===== src/rtl/led_share_arbiter_if.sv =====
// LED share arbiter bus: request/colour inputs and owner/LED outputs.
// The master side drives requests; the arbiter is the slave side.
interface led_share_arbiter_if #(
   parameter int N = 4
);
   logic           i_tick;
   logic [N-1:0]   i_req;
   logic [3*N-1:0] i_color;
   logic [N-1:0]   o_grant;
   logic [2:0]     o_rgb;
   logic           o_busy;

   modport master (
      output i_tick,
      output i_req,
      output i_color,
      input  o_grant,
      input  o_rgb,
      input  o_busy
   );

   modport slave (
      input  i_tick,
      input  i_req,
      input  i_color,
      output o_grant,
      output o_rgb,
      output o_busy
   );
endinterface


===== src/rtl/led_share_arbiter.sv =====
// Round-robin owner of the single RGB LED with a tick-based minimum hold
// and a blank gap between owners.
module led_share_arbiter #(
   parameter int N          = 4,
   parameter int HOLD_TICKS = 8,
   parameter int GAP_TICKS  = 2
) (
   input logic                i_clk,
   input logic                i_rst_n,
   led_share_arbiter_if.slave bus
);
   localparam int PW   = (N > 1) ? $clog2(N) : 1;
   localparam int MAXT = (HOLD_TICKS > GAP_TICKS) ? HOLD_TICKS : GAP_TICKS;
   localparam int CW   = $clog2(MAXT + 1);

   localparam logic [CW-1:0] HOLD_MAX = CW'(HOLD_TICKS);
   localparam logic [CW-1:0] GAP_LAST = CW'(GAP_TICKS) - CW'(1);
   localparam logic [PW-1:0] PTR_RST  = PW'(N - 1);
   localparam logic [N-1:0]  ONE      = N'(1);

   typedef enum logic [1:0] {
      IDLE,
      GRANT,
      GAP
   } state_t;

   state_t        state;
   logic [PW-1:0] ptr;
   logic [CW-1:0] hold_cnt;
   logic [CW-1:0] gap_cnt;
   logic [N-1:0]  grant;
   logic [2:0]    rgb;
   logic          busy;

   logic [PW-1:0] sel;
   logic          any_req;
   logic          owner_req;
   logic          other_req;
   logic          expired;
   logic          release_now;
   logic [2:0]    sel_col;
   logic [2:0]    own_col;

   assign bus.o_grant = grant;
   assign bus.o_rgb   = rgb;
   assign bus.o_busy  = busy;

   // Walk downward so the closest requester after ptr is written last.
   always_comb begin
      int j;
      j       = 0;
      sel     = '0;
      any_req = 1'b0;
      for (int k = N; k >= 1; k--) begin
         j = int'(ptr) + k;
         if (j >= N) j = j - N;
         if (bus.i_req[j]) begin
            sel     = PW'(j);
            any_req = 1'b1;
         end
      end
   end

   always_comb begin
      sel_col     = bus.i_color[3*int'(sel) +: 3];
      own_col     = bus.i_color[3*int'(ptr) +: 3];
      owner_req   = |(bus.i_req & grant);
      other_req   = |(bus.i_req & ~grant);
      expired     = (hold_cnt == HOLD_MAX);
      release_now = !owner_req || (expired && other_req);
   end

   always_ff @(posedge i_clk or negedge i_rst_n) begin
      if (!i_rst_n) begin
         state    <= IDLE;
         ptr      <= PTR_RST;
         hold_cnt <= '0;
         gap_cnt  <= '0;
         grant    <= '0;
         rgb      <= '0;
         busy     <= 1'b0;
      end else begin
         unique case (state)
            IDLE: begin
               rgb <= '0;
               if (any_req) begin
                  state    <= GRANT;
                  grant    <= ONE << sel;
                  rgb      <= sel_col;
                  ptr      <= sel;
                  hold_cnt <= '0;
                  busy     <= 1'b1;
               end
            end
            GRANT: begin
               if (release_now) begin
                  grant    <= '0;
                  rgb      <= '0;
                  hold_cnt <= '0;
                  gap_cnt  <= '0;
                  if (GAP_TICKS == 0) begin
                     state <= IDLE;
                     busy  <= 1'b0;
                  end else begin
                     state <= GAP;
                  end
               end else begin
                  rgb <= own_col;
                  if (bus.i_tick && !expired)
                     hold_cnt <= hold_cnt + CW'(1);
               end
            end
            GAP: begin
               if (bus.i_tick) begin
                  if (gap_cnt == GAP_LAST) begin
                     state   <= IDLE;
                     busy    <= 1'b0;
                     gap_cnt <= '0;
                  end else begin
                     gap_cnt <= gap_cnt + CW'(1);
                  end
               end
            end
            default: state <= IDLE;
         endcase
      end
   end
endmodule


===== src/flat_wrapper.sv =====
// flat-port wrapper written by rule: the top's interface ports become plain ports
module led_share_arbiter_flat 
#(
   parameter int N          = 4,
   parameter int HOLD_TICKS = 8,
   parameter int GAP_TICKS  = 2
)
  (i_clk, i_rst_n, bus_i_tick, bus_i_req, bus_i_color, bus_o_grant, bus_o_rgb, bus_o_busy);
  led_share_arbiter_if #(.N(N)) bus_i ();
  input logic i_clk;
  input logic i_rst_n;
  input wire logic [$bits(bus_i.i_tick)-1:0] bus_i_tick;
  input wire logic [$bits(bus_i.i_req)-1:0] bus_i_req;
  input wire logic [$bits(bus_i.i_color)-1:0] bus_i_color;
  output wire logic [$bits(bus_i.o_grant)-1:0] bus_o_grant;
  output wire logic [$bits(bus_i.o_rgb)-1:0] bus_o_rgb;
  output wire logic [$bits(bus_i.o_busy)-1:0] bus_o_busy;
  assign bus_i.i_tick = bus_i_tick;
  assign bus_i.i_req = bus_i_req;
  assign bus_i.i_color = bus_i_color;
  assign bus_o_grant = bus_i.o_grant;
  assign bus_o_rgb = bus_i.o_rgb;
  assign bus_o_busy = bus_i.o_busy;
  led_share_arbiter #(.N(N), .HOLD_TICKS(HOLD_TICKS), .GAP_TICKS(GAP_TICKS)) u_core (.i_clk(i_clk), .i_rst_n(i_rst_n), .bus(bus_i));
endmodule

===== config.mk =====
export PLATFORM = sky130hd
export DESIGN_NAME = led_share_arbiter_flat
export DESIGN_NICKNAME = d
export VERILOG_FILES = /design/src/rtl/led_share_arbiter_if.sv /design/src/rtl/led_share_arbiter.sv /design/src/flat_wrapper.sv
export SDC_FILE = /design/constraint.sdc
export NUM_CORES = 1
export LEC_CHECK = 0
export ABC_CLOCK_PERIOD_IN_PS = 3300
export BUFFER_PORTS_ARGS = -buffer_cell sky130_fd_sc_hd__buf_2
export CAP_MARGIN = 20
export CORE_UTILIZATION = 58
export CTS_BUF_LIST = sky130_fd_sc_hd__clkbuf_8 sky130_fd_sc_hd__clkbuf_16
export DETAILED_ROUTE_END_ITERATION = 6
export HOLD_SLACK_MARGIN = 0.03
export PLACE_DENSITY = 0.82
export SYNTH_ARGS = -nofsm -noshare
export SYNTH_HDL_FRONTEND = slang
export SYNTH_SLANG_ARGS = --single-unit
export TNS_END_PERCENT = 50

===== constraint.sdc =====
create_clock -name i_clk -period 3.3 [get_ports i_clk]
set_clock_uncertainty 0.15 [all_clocks]
set_input_delay 0.33 -clock i_clk [delete_from_list [all_inputs] [get_ports i_clk]]
set_output_delay 0.33 -clock i_clk [all_outputs]
set_load 0.02 [all_outputs]

==> impl_metrics.ini <==
[global_routing]
grt_pass1_vias = 1158
grt_max_degree = 21
grtUsageTotal = 0.260
grt-ovfl-total = 0
grt_pass1_wl_mm = 4.96
antenna_found_initial = 0

[logic_synthesis]
synth_simple_gate_area_share = 0.184
yosysWarnings = 0
synth_fa_ha_area_frac = 0.0362
netlist_area_um2 = 1380
synth_area_leaders = dfrtp_1 33%, nand2b_1 5.0%, mux4_2 4.9%
synth-compound-area-share = 0.265
yosys.area.top_type = dfrtp_1
yosysSeqAreaShare = 0.364
synth_top_family_by_area = compound AO/OA/AOI/OAI gates
yosys_most_used_dff = dfrtp_1
ys_seq_elements = 20
synth.distinct_cells = 45
synthMuxAreaShare = 0.0851
syn_avg_cell_area_um2 = 9.53
yosysMostFrequentCell = dfrtp_1
synthArstFlopShare = 1.00
syn_nets = 168
netlist_instances = 145
post_synth_xor_area_fraction = 0
synth_commonest_cells = 18 x dfrtp_1, 11 x nand2b_1, 11 x o21ai_0
synth_edf_count = 0
yosys.area.top_type_share = 0.326

[drt]
drc = 0
drt_iter0_drc = 25
via_count = 1227
wirelength_mm = 3.02
dr.pass1.iters = 4
antenna_left = 0
vias_per_cell = 6.26
wire_per_inst_um = 15.4

[floorplanning]
die_w_um = 50.8
die-area_um2 = 2580
row_count = 17
die_h_um = 50.8
initial_core_util = 0.618
io_pins = 27
core_region_area_um2 = 2230

[worst_setup_path]
start_kind = flip-flop
arrival_ns = 2.19
required_ns = 3.32
worstSetupEndpointType = flip-flop
r2r_start = u_core.hold_cnt[0]
crit_path_max_fanout = 12
r2r_end = u_core.hold_cnt[0]
reg2reg_depth = 7
ff2ff_setup_slack_ns = 1.13
path_class = flip-flop to flip-flop

[cts]
clk_pin_slew_worst_paths_ns = 0.08
clk_path_buf_depth = 2
postCtsHoldBufs = 1
cts_tree = built
cts.repair.resized = 0
cts_post_setup_buffers_inserted = 0
cts_root_buffer = clkbuf_8
clock_sinks = 20
h-tree-depth = 1
numCtsBuffers = 3
clock_latency_ns = 0.26

[cells_and_area]
fin_area_um2 = 1560
nets = 192
drive_gt1_frac = 0.268
multiInputGateArea_um2 = 788
final_cells = 196
antennaDiodeCount = 0
n_fill_cell = 195
area_growth_pct = 12.6
register_area_um2 = 503

[min_path]
min_to = u_core.bus.o_rgb[2]
worstHoldPathType = input pin to flip-flop
whs_path_depth = 3
worstHoldStart = bus_i_color[5]

[sta]
final_max_slew_viol_count = 0
setup-violations-final = 0
post-route-period-util = 0.658
worst_slew_pin_slew_ns = 0.717
max_freq_mhz = 461
rsz0062_at_grt = false
relSlewSlack = 0.520
layout_min_cycle_time_ns = 2.17
hold_violations = 0
worst_hold_slack_ns = 0.226
tns_ns = 0

[run_status]
status = finished clean

[power]
power_mw = 1.28
leakagePower_nw = 0.703
p_int_mw = 0.729
power_frac_seq = 0.365
ir_worst_vdd_v = 0.000475
p_per_area_nw_per_um2 = 821
p_sw_mw = 0.548
clkPwrFrac = 0.149
combPwrFrac = 0.486
switching_share = 0.429

[placed_design]
placed_area_um2 = 1490
gp_congestion = 0.820
dpl.cell_count = 191
numPortBuffers = 26
dp_hpwl_mm = 2.25

[job]
max_cap_viol_count = 0
-- per-layer routing --
layer / share of wire / track usage
met1: 0.43 / 0.320
met2: 0.51 / 0.444
met3: 0.038 / 0.0333
met4: 0.021 / 0.130
met5: 0 / 0
-- worst max-delay path by stage --
stage | to | cells after the start | start
floorplan | u_core.bus.o_grant[0] | 5 | u_core.bus.o_grant[0]
global placement | u_core.bus.o_grant[1] | 7 | u_core.hold_cnt[0]
detailed placement | u_core.hold_cnt[0] | 7 | u_core.hold_cnt[0]
CTS | u_core.hold_cnt[0] | 7 | u_core.hold_cnt[0]
global route | u_core.hold_cnt[0] | 7 | u_core.hold_cnt[0]
finish | u_core.hold_cnt[0] | 7 | u_core.hold_cnt[0]
-- cells by family (layout without fill, tap and decap cells) --
family / Yosys count / count (layout)
multiplexers: 8 / 8
flip-flops: 20 / 20
adder cells (fa/ha/maj): 4 / 4
AND/OR/NAND/NOR: 46 / 46
buffers and inverters: 17 / 40
AO/OA/AOI/OAI: 50 / 50
-- power groups by stage --
stage                     clock network [mW]  logic, mW  registers (mW)
final                                  0.190      0.621           0.467
after global routing                   0.198      0.690           0.484
after CTS                              0.192      0.621           0.468
after detailed placement                   0      0.617           0.470
after global placement                     0      0.600           0.464
after floorplan                            0      0.494           0.456
-- cells in the final DEF (no fill, tap or decap), types with 4 or more instances in the layout --
cell type  Yosys  routed
nand2_1        8       8
clkbuf_8       0       4
buf_2          3      26
mux2i_1        5       5
o21ai_0       11      11
inv_1          9       9
a21oi_1        6       6
nand3_1        4       4
nand2b_1      11      11
nor2_1         9       9
a22o_1         4       4
dfrtp_1       18      18
ha_1           4       4
-- registers in the layout, summed over array words and instances, names as in the netlist --
signal              cells
u_core.bus.o_grant      4
u_core.gap_cnt          4
u_core.hold_cnt         4
u_core.bus.o_rgb        3
u_core.ptr              2
u_core.state            2
u_core.bus.o_busy       1
-- cell type report --
| type | count | share of cell area |
|---|---|---|
| inverter | 9 | 0.0217 |
| clock buffer | 4 | 0.0354 |
| sequential | 20 | 0.323 |
| tap | 28 | 0.0225 |
| timing repair buffer | 27 | 0.0901 |
| multi-input combinational | 108 | 0.507 |
-- stage by stage --
stage	util	setup slack, ns
after floorplan	-	1.54
after global placement	0.667	1.28
after detailed placement	0.667	1.18
after CTS	0.696	1.15
after global routing	0.696	0.964
final	0.696	1.13
-- critical path, stage by stage, from the launching register on --
cell	delay, ns
dfrtp_1	0.42
inv_1	0.07
ha_1	0.19
nand3b_1	0.17
a41oi_2	0.07
nor3_2	0.61
a21oi_1	0.20
mux2i_1	0.20
Power figures use the tool's default switching activity.
